File: config.mk
export PLATFORM = sky130hd
export DESIGN_NAME = mdio_c45_mmd_backend
export DESIGN_NICKNAME = d
export VERILOG_FILES = /design/src/rtl/mdio_c45_mmd_backend.sv
export SDC_FILE = /design/constraint.sdc
export NUM_CORES = 1
export LEC_CHECK = 0
export CORE_MARGIN = 1.5
export CORE_UTILIZATION = 45
export DETAILED_ROUTE_END_ITERATION = 10
export PLACE_DENSITY = 0.65
export SYNTH_ARGS = -nofsm -noshare
export SYNTH_HDL_FRONTEND = slang
export SYNTH_SLANG_ARGS = --single-unit
File: constraint.sdc
create_clock -name clk_25m -period 9.55 [get_ports clk_25m]
set_clock_uncertainty 0.05 [all_clocks]
set_input_delay 1.4325 -clock clk_25m [delete_from_list [all_inputs] [get_ports clk_25m]]
set_output_delay 1.4325 -clock clk_25m [all_outputs]
set_load 0.02 [all_outputs]
File: src/rtl/mdio_c45_mmd_backend.sv
// -----------------------------------------------------------------------------
// mdio_c45_mmd_backend
//
// Clause-45 MDIO backend between the MDIO frame deserialiser and a register
// bank. Serves NUM_MMD consecutive DEVADs (DEVAD_BASE..DEVAD_BASE+NUM_MMD-1)
// at a single PRTAD. Each served MMD has its own 16-bit address register.
// Read and write frames become a valid/ready request on the register
// interface. The request is abandoned after TIMEOUT_CYC cycles without ready.
//
// Optional feature macro: MDIO_C45_WR_INCR_EN
//   defined   : a completed WRITE also post-increments the MMD address register
//               (burst writes).
//   undefined : only READ_INC post-increments.
//
// Ports
//   clk_25m       in   1   system clock (only clock)
//   rst_n         in   1   synchronous active-low reset
//   enable        in   1   block enable; low acts as a synchronous clear
//   in_info       in  14   frame header: [11:10] OP, [9:5] PRTAD, [4:0] DEVAD
//   in_info_en    in   1   in_info strobe
//   in_data       in  16   address / write-data field
//   in_data_en    in   1   in_data strobe
//   reg_if_rdata  in  16   register read data, valid with reg_if_ready
//   reg_if_ready  in   1   request accept/complete
//   reg_if_addr   out 21   {DEVAD, address}
//   reg_if_wdata  out 16   write data
//   reg_if_valid  out  1   request pending
//   reg_if_we     out  1   1 = write, 0 = read
//   resp_rdata    out 16   read response data
//   resp_ready    out  1   one-cycle response strobe (reads only)
//   resp_err      out  1   one-cycle timeout strobe
//   busy          out  1   FSM not idle
// -----------------------------------------------------------------------------
module mdio_c45_mmd_backend #(
  parameter logic [4:0] PRTAD       = 5'd0,
  parameter logic [4:0] DEVAD_BASE  = 5'd1,
  parameter int         NUM_MMD     = 4,
  parameter int         TIMEOUT_CYC = 64
) (
  input  logic        clk_25m,
  input  logic        rst_n,
  input  logic        enable,
  input  logic [13:0] in_info,
  input  logic        in_info_en,
  input  logic [15:0] in_data,
  input  logic        in_data_en,
  input  logic [15:0] reg_if_rdata,
  input  logic        reg_if_ready,
  output logic [20:0] reg_if_addr,
  output logic [15:0] reg_if_wdata,
  output logic        reg_if_valid,
  output logic        reg_if_we,
  output logic [15:0] resp_rdata,
  output logic        resp_ready,
  output logic        resp_err,
  output logic        busy
);

  localparam int IDX_W = (NUM_MMD > 1) ? $clog2(NUM_MMD) : 1;
  localparam int TO_W  = $clog2(TIMEOUT_CYC);
  localparam logic [TO_W-1:0] TO_LAST = TO_W'(TIMEOUT_CYC - 1);

  // 6-bit window bounds so DEVAD_BASE+NUM_MMD cannot overflow the compare.
  localparam logic [5:0] WIN_LO = {1'b0, DEVAD_BASE};
  localparam logic [5:0] WIN_HI = WIN_LO + 6'(NUM_MMD);

  localparam logic [1:0] OP_ADDRESS  = 2'b00;
  localparam logic [1:0] OP_WRITE    = 2'b01;
  localparam logic [1:0] OP_READ_INC = 2'b10;
  localparam logic [1:0] OP_READ     = 2'b11;

  typedef enum logic [1:0] {
    ST_IDLE,
    ST_WAIT_DATA,
    ST_REQ,
    ST_DONE
  } state_t;

  state_t            state_q, state_d;
  logic [1:0]        op_q, op_d;
  logic [4:0]        devad_q, devad_d;
  logic [IDX_W-1:0]  idx_q, idx_d;
  logic [TO_W-1:0]   to_cnt_q, to_cnt_d;
  logic [20:0]       addr_q, addr_d;
  logic [15:0]       wdata_q, wdata_d;
  logic              valid_q, valid_d;
  logic              we_q, we_d;
  logic [15:0]       rdata_q, rdata_d;
  logic              rready_q, rready_d;
  logic              rerr_q, rerr_d;

  logic [15:0]       addr_reg_q [NUM_MMD];

  // Single write port into the per-MMD address registers.
  logic              addr_wr_en;
  logic [IDX_W-1:0]  addr_wr_idx;
  logic [15:0]       addr_wr_val;

  // Header decode.
  logic [1:0]        hdr_op;
  logic [4:0]        hdr_devad;
  logic [IDX_W-1:0]  hdr_idx;
  logic              hdr_hit;
  logic              hdr_accept;
  logic              take_hdr;
  logic              post_inc;
  logic              info_unused;

  assign hdr_op      = in_info[11:10];
  assign hdr_devad   = in_info[4:0];
  assign hdr_idx     = IDX_W'(hdr_devad - DEVAD_BASE);
  assign hdr_hit     = (in_info[9:5] == PRTAD) &&
                       ({1'b0, hdr_devad} >= WIN_LO) &&
                       ({1'b0, hdr_devad} <  WIN_HI);
  assign hdr_accept  = in_info_en && hdr_hit;
  assign info_unused = ^in_info[13:12];

`ifdef MDIO_C45_WR_INCR_EN
  assign post_inc = (op_q == OP_READ_INC) || (op_q == OP_WRITE);
`else
  assign post_inc = (op_q == OP_READ_INC);
`endif

  always_comb begin
    state_d     = state_q;
    op_d        = op_q;
    devad_d     = devad_q;
    idx_d       = idx_q;
    to_cnt_d    = to_cnt_q;
    addr_d      = addr_q;
    wdata_d     = wdata_q;
    valid_d     = valid_q;
    we_d        = we_q;
    rdata_d     = rdata_q;
    rready_d    = 1'b0;
    rerr_d      = 1'b0;
    addr_wr_en  = 1'b0;
    addr_wr_idx = idx_q;
    addr_wr_val = addr_reg_q[idx_q] + 16'd1;
    take_hdr    = 1'b0;

    case (state_q)
      ST_IDLE: begin
        if (hdr_accept) begin
          take_hdr = 1'b1;
        end
      end

      ST_WAIT_DATA: begin
        // A data strobe completes the pending frame; a header strobe without
        // data aborts it and is treated as a brand-new frame.
        if (in_data_en) begin
          if (op_q == OP_ADDRESS) begin
            addr_wr_en  = 1'b1;
            addr_wr_val = in_data;
            state_d     = ST_IDLE;
          end else begin
            addr_d   = {devad_q, addr_reg_q[idx_q]};
            wdata_d  = in_data;
            we_d     = 1'b1;
            valid_d  = 1'b1;
            to_cnt_d = '0;
            state_d  = ST_REQ;
          end
        end else if (in_info_en) begin
          if (hdr_hit) begin
            take_hdr = 1'b1;
          end else begin
            state_d = ST_IDLE;
          end
        end
      end

      ST_REQ: begin
        if (reg_if_ready) begin
          valid_d = 1'b0;
          state_d = ST_DONE;
          if (!we_q) begin
            rdata_d  = reg_if_rdata;
            rready_d = 1'b1;
          end
          addr_wr_en = post_inc;
        end else if (to_cnt_q == TO_LAST) begin
          // Timeout: reads still produce a response (all-ones data) so the
          // frontend can finish its frame; writes only flag the error.
          valid_d = 1'b0;
          state_d = ST_DONE;
          rerr_d  = 1'b1;
          if (!we_q) begin
            rdata_d  = 16'hFFFF;
            rready_d = 1'b1;
          end
          addr_wr_en = post_inc;
        end else begin
          to_cnt_d = to_cnt_q + TO_W'(1);
        end
      end

      ST_DONE: begin
        state_d = ST_IDLE;
      end

      default: begin
        state_d = ST_IDLE;
      end
    endcase

    // Shared frame-accept path for IDLE and the WAIT_DATA abort case.
    if (take_hdr) begin
      op_d    = hdr_op;
      devad_d = hdr_devad;
      idx_d   = hdr_idx;
      if ((hdr_op == OP_ADDRESS) || (hdr_op == OP_WRITE)) begin
        state_d = ST_WAIT_DATA;
      end else begin
        // Reads are issued straight from the header, before the data phase.
        addr_d   = {hdr_devad, addr_reg_q[hdr_idx]};
        we_d     = 1'b0;
        valid_d  = 1'b1;
        to_cnt_d = '0;
        state_d  = ST_REQ;
      end
    end
  end

  always_ff @(posedge clk_25m) begin
    if (!rst_n || !enable) begin
      state_q  <= ST_IDLE;
      op_q     <= '0;
      devad_q  <= '0;
      idx_q    <= '0;
      to_cnt_q <= '0;
      addr_q   <= '0;
      wdata_q  <= '0;
      valid_q  <= 1'b0;
      we_q     <= 1'b0;
      rdata_q  <= '0;
      rready_q <= 1'b0;
      rerr_q   <= 1'b0;
    end else begin
      state_q  <= state_d;
      op_q     <= op_d;
      devad_q  <= devad_d;
      idx_q    <= idx_d;
      to_cnt_q <= to_cnt_d;
      addr_q   <= addr_d;
      wdata_q  <= wdata_d;
      valid_q  <= valid_d;
      we_q     <= we_d;
      rdata_q  <= rdata_d;
      rready_q <= rready_d;
      rerr_q   <= rerr_d;
    end
  end

  // Per-MMD address registers; cleared with the rest of the block.
  for (genvar gi = 0; gi < NUM_MMD; gi++) begin : g_addr_reg
    always_ff @(posedge clk_25m) begin
      if (!rst_n || !enable) begin
        addr_reg_q[gi] <= '0;
      end else if (addr_wr_en && (addr_wr_idx == IDX_W'(gi))) begin
        addr_reg_q[gi] <= addr_wr_val;
      end
    end
  end

  assign reg_if_addr  = addr_q;
  assign reg_if_wdata = wdata_q;
  assign reg_if_valid = valid_q;
  assign reg_if_we    = we_q;
  assign resp_rdata   = rdata_q;
  assign resp_ready   = rready_q;
  assign resp_err     = rerr_q;
  assign busy         = (state_q != ST_IDLE);

endmodule

Word level (Yosys, flattened, before mapping)
Memories as Yosys holds them, arrays and structs flattened. A register that Yosys moved wholly into a read port is not among the register bits.
Cells that the tools add are included.
Storage, ports and cells
  register bits: 74
  memory bits (writable): 64
  output and inout port bits: 58
  logic and storage cells: 135
  memories kept: 1
Memory list
  addr_reg_q: depth 4, width 16, rd ports 2, clocked after Yosys merged registers in 1, wr ports 4, RTL line 92  | logic [15:0] addr_reg_q [NUM_MMD];
Operators by class
  add/sub/neg operators: 3
  magnitude comparators: 2
  equal/unequal tests: 12
  muxes and demuxes: 74
  bitwise gates (word level): 7
  reductions and logical operators: 24
Operators with widths (number)
  $mux 16: 11
  $mux 21: 5
  $mux 1: 37
  $mux 6: 6
  $mux 2: 10
  $add 16x1->16 const B: 1
  $ne 4x4->1 const B: 3
  $pmux 6 s2: 1
  $eq 2x2->1 const B: 5
  $logic_not 2->1: 4
  $logic_and 1x1->1: 7
  $add 6x1->6 const B: 1
  $eq 2x1->1 const B: 3
  $eq 6x6->1 const B: 1
  $pmux 1 s2: 3
  $pmux 2 s3: 1
  $reduce_and 3->1: 2
  $ge 5x1->1 const B: 1
  $logic_not 5->1: 1
  $lt 5x3->1 const B: 1
  $or 1x1->1: 4
  $reduce_and 4->1: 1
  $reduce_bool 2->1: 2
  $reduce_bool 4->1: 1
  other kinds (6): 10

Longest topological paths before layout
  word-level depth: 9
  gate-level depth with buffers: 9
  mapped depth without buffers: 8

Worst setup path before layout
No wires, ideal clock.
  path type: in2reg
  from: input in_data_en
  to: memory addr_reg_q[0][0] (enable)
  library setup time: 411 ps
  data arrival time: 3169 ps
  required time: 9089 ps
  setup slack: 5920 ps
  stages on the path: 5
  buffers on the path: 0
  path through: nand3_1 > o22ai_1 > nor2b_1 > inv_1 > o21ai_0
RTL lines
  start, declared: RTL line 46  | input logic in_data_en,
  end, declared: RTL line 92

==> run metrics <==
hold slack final=approximately 400 ps; dpl cells=898; CP Data Arrival Time=4610 ps; Routed WL=roughly 18,000 um; final hold vios=0; cell family with most CP delay=compound AO/OA/AOI/OAI gates; Max Cap Viol=0; Layout fillers=roughly 1,200; sequential-to-total area share from yosys stat=50.87%; Final min period=roughly 4600 ps; initial core utilization=between 40% and 50%; period utilization=between 40% and 50%; RSZ-0062 raised after global routing=no; largest net degree at the start of global routing=65; Critical path buffers and inverters=2; Mapped Cells=about 640; number of iterations in the first detailed-routing pass=5; DR iter-0 viols=380; clock share of power=48.1%; Tightest Pin Transition=~1100 ps; Hold Path Class=register to register; number of diodes=0; Critical Path Max Stage Delay=about 850 ps; sw power=roughly 300 uW; TritonCTS clock tree=yes; Max Root-Sink Buffers=2; Die W=~130 um; PD cells=roughly 160 nW/um^2; core area=around 15,000 sq um; post-CTS setup buffer count=0; Slowest-stage cell, CP=o21ai_2; TritonCTS Buffers=17; Max Freq=0.2159 GHz; Finish-stage setup viols=0; combinational group share of total power=around 5.9%; vias in the first global route=approximately 5,100; placed cell areas=around 7900 sq um; die height=approximately 130 um; Post-Syn Area=6769 sq um; fraction of registers with async set/reset=0%; Max IR drop VDD=roughly 0.14 mV; Remaining Overflow, GRT=0; Worst setup EP type=register; Layout Cells excl Fill=930; H-tree depth=4; Post-Syn Area per Cell=roughly 11 sq um; Static Leak=2.997 nW; Final Net Count=791; Final Max Tran Viols=0; ys flop type=dfxtp_1; die footprint=15,790 sq um; TNS Setup=0 ps; Rel. slew slack=between 20% and 30%; Gates resized, CTS repair=0; first-pass GRT wire length=between 20,000 and 30,000 um; status=completed; initial antenna violation count=0; Yosys Warn Count=0; fin util=58.70%; DP HPWL=about 11,000 um; vias post-DR=5,323; Setup crit start kind=input port; Vias/cell=about 5.7; Post-Syn Nets=700; Netlist cell types=54; area delta synth->final=26.51%; sequential share of power=a little under half; WL/cell=18.89 um; switching part of the total=a little over a fifth; CP max FO=22; Crit Path Category=input port to register; # DRC=0; clock root buffer=clkbuf_16; Worst-path clk slew=60 ps; clock sink total=140; Final ANT Viol Nets=0; layout cells sized above 1=between 10% and 20%; Synth Register Bits=140; required time at the worst-slack endpoint=~9500 ps; cell internal pwr=around 1.1 mW; later-pin clock latency in the skew report=roughly 420 ps; crit-path cells=clkdlybuf4s50_1 -> nand3_1 -> o22ai_1 -> nor2b_1 -> inv_1 -> o21ai_2; Layout Cell Area excl Fill=roughly 8600 sq um; I/O Pins=110; Tot GR Track Use=a little under a quarter; Cell Rows=44; EDFF count, synth=between 60 and 70; GP Congestion=0.8035; I/O Buffers=~110; cts hold-fix bufs=0
metal layers:
layer	vias up	share of wire [%]	track usage, %
met4	0	2.2	8.757
met5	-	0	0
met3	31	7.7	5.692
met2	230	46	35.58
li1	2523	-	-
met1	2539	44	30.35
final timing paths:
kind / startpoint / to / slack, ps / cells after the start
worst max-delay path: in_data_en / addr_reg_q[0][10]$_SDFFCE_PN0P_ / 4920 / 6
worst min-delay path: devad_q[3]$_SDFFE_PP0N_ / reg_if_addr[19]$_SDFF_PP0_ / 400 / 2
worst max register to register: state_q[1]$_SDFFE_PP0P_ / addr_reg_q[0][10]$_SDFFCE_PN0P_ / 5720 / 7
worst min register to register: devad_q[3]$_SDFFE_PP0N_ / reg_if_addr[19]$_SDFF_PP0_ / 400 / 2
synthesized netlist by cell type (2+ instances only):
| library cell | count | area share (%) |
|---|---|---|
| or4_1 | 2 | 0.22 |
| a211oi_1 | 24 | 2.7 |
| mux4_2 | 28 | 9.3 |
| a31o_2 | 2 | 0.26 |
| xnor2_1 | 4 | 0.52 |
| nand3_2 | 2 | 0.30 |
| a21o_1 | 2 | 0.22 |
| buf_1 | 2 | 0.11 |
| nand2_1 | 76 | 4.2 |
| mux2i_1 | 28 | 4.1 |
| nor2_1 | 111 | 6.2 |
| ha_1 | 6 | 1.1 |
| a22oi_1 | 3 | 0.33 |
| nand3_1 | 14 | 1.0 |
| or2_1 | 3 | 0.28 |
| edfxtp_1 | 64 | 28 |
| dfxtp_1 | 76 | 22 |
| buf_2 | 5 | 0.37 |
| clkbuf_1 | 31 | 1.7 |
| o21ai_0 | 15 | 1.1 |
| a21oi_1 | 33 | 2.4 |
| a311oi_1 | 16 | 2.1 |
| o41ai_1 | 2 | 0.26 |
| a31oi_1 | 3 | 0.28 |
| nand4b_1 | 2 | 0.26 |
| and3_1 | 4 | 0.37 |
| nand4_1 | 2 | 0.18 |
| inv_1 | 26 | 1.4 |
| nor2b_1 | 8 | 0.74 |
| nor4_1 | 2 | 0.18 |
| nor4_2 | 2 | 0.37 |
| and2_1 | 3 | 0.28 |
| nor3_1 | 11 | 0.81 |
| xor2_1 | 7 | 0.91 |
| mux4_1 | 4 | 1.6 |
tightest hold or removal path, delay by kind of cell, from the launching register on:
| kind | cells | cell delay, ps |
|---|---|---|
| compound gates | 1 | 50 |
| flops | 1 | 310 |
| simple gates | 1 | 50 |
flip-flops by register name, summed over array words and instances, names as in the netlist, named ones only:
signal        count
addr_reg_q       64
addr_wr_idx       2
devad_q           5
op_q              2
reg_if_addr      21
reg_if_valid      1
reg_if_wdata     16
reg_if_we         1
resp_err          1
resp_rdata       16
resp_ready        1
state_q           2
to_cnt_q          6
power groups by stage:
stage                     Clock (mW)  Sequential (mW)  Combinational [mW]
after CTS                      0.685            0.642              0.0835
after floorplan                    0            0.653              0.0460
after global placement             0            0.654              0.0826
final                          0.673            0.642              0.0831
after detailed placement           0            0.655              0.0829
after global routing           0.708            0.644              0.0889
per-stage QoR:
step / power (mW) / setup slack (ps)
finish: 1.399 / 4918
global route: 1.441 / 4682
CTS: 1.411 / 4931
detailed placement: 0.7380 / 4475
global placement: 0.7364 / 4553
floorplan: 0.6988 / 5920
layout make-up:
cell class                      instances  area, sq um  area share, %
Multi-Input combinational cell        436         3060          35.74
Tap cell                              184        230.2          2.688
Timing Repair Buffer                  112         1109          12.95
Sequential cell                       140         3443          40.21
Clock inverter                          6        38.79         0.4530
Inverter                               26        97.59          1.140
Clock buffer                           26        584.3          6.823
logic make-up (layout without fill, tap and decap cells):
kind of cell,count (synthesis),in the layout,share of synthesized area [%]
buf+inv,66,170,4.103
simple gates,250,250,16.78
xor+xnor,11,11,1.423
mux,61,61,15.18
flops,140,140,50.87
compound gates,108,108,10.54
fa+ha+maj,6,6,1.109
cell usage in the layout (no fill, tap or decap), types with 24 or more instances in the layout:
cell type	instances
a211oi_1	24
nand2_1	75
a21oi_1	33
inv_1	26
mux2i_1	28
dfxtp_1	76
mux4_2	28
clkdlybuf4s50_1	107
nor2_1	110
edfxtp_1	64
Note: power is estimated with default switching activity, not from simulation.
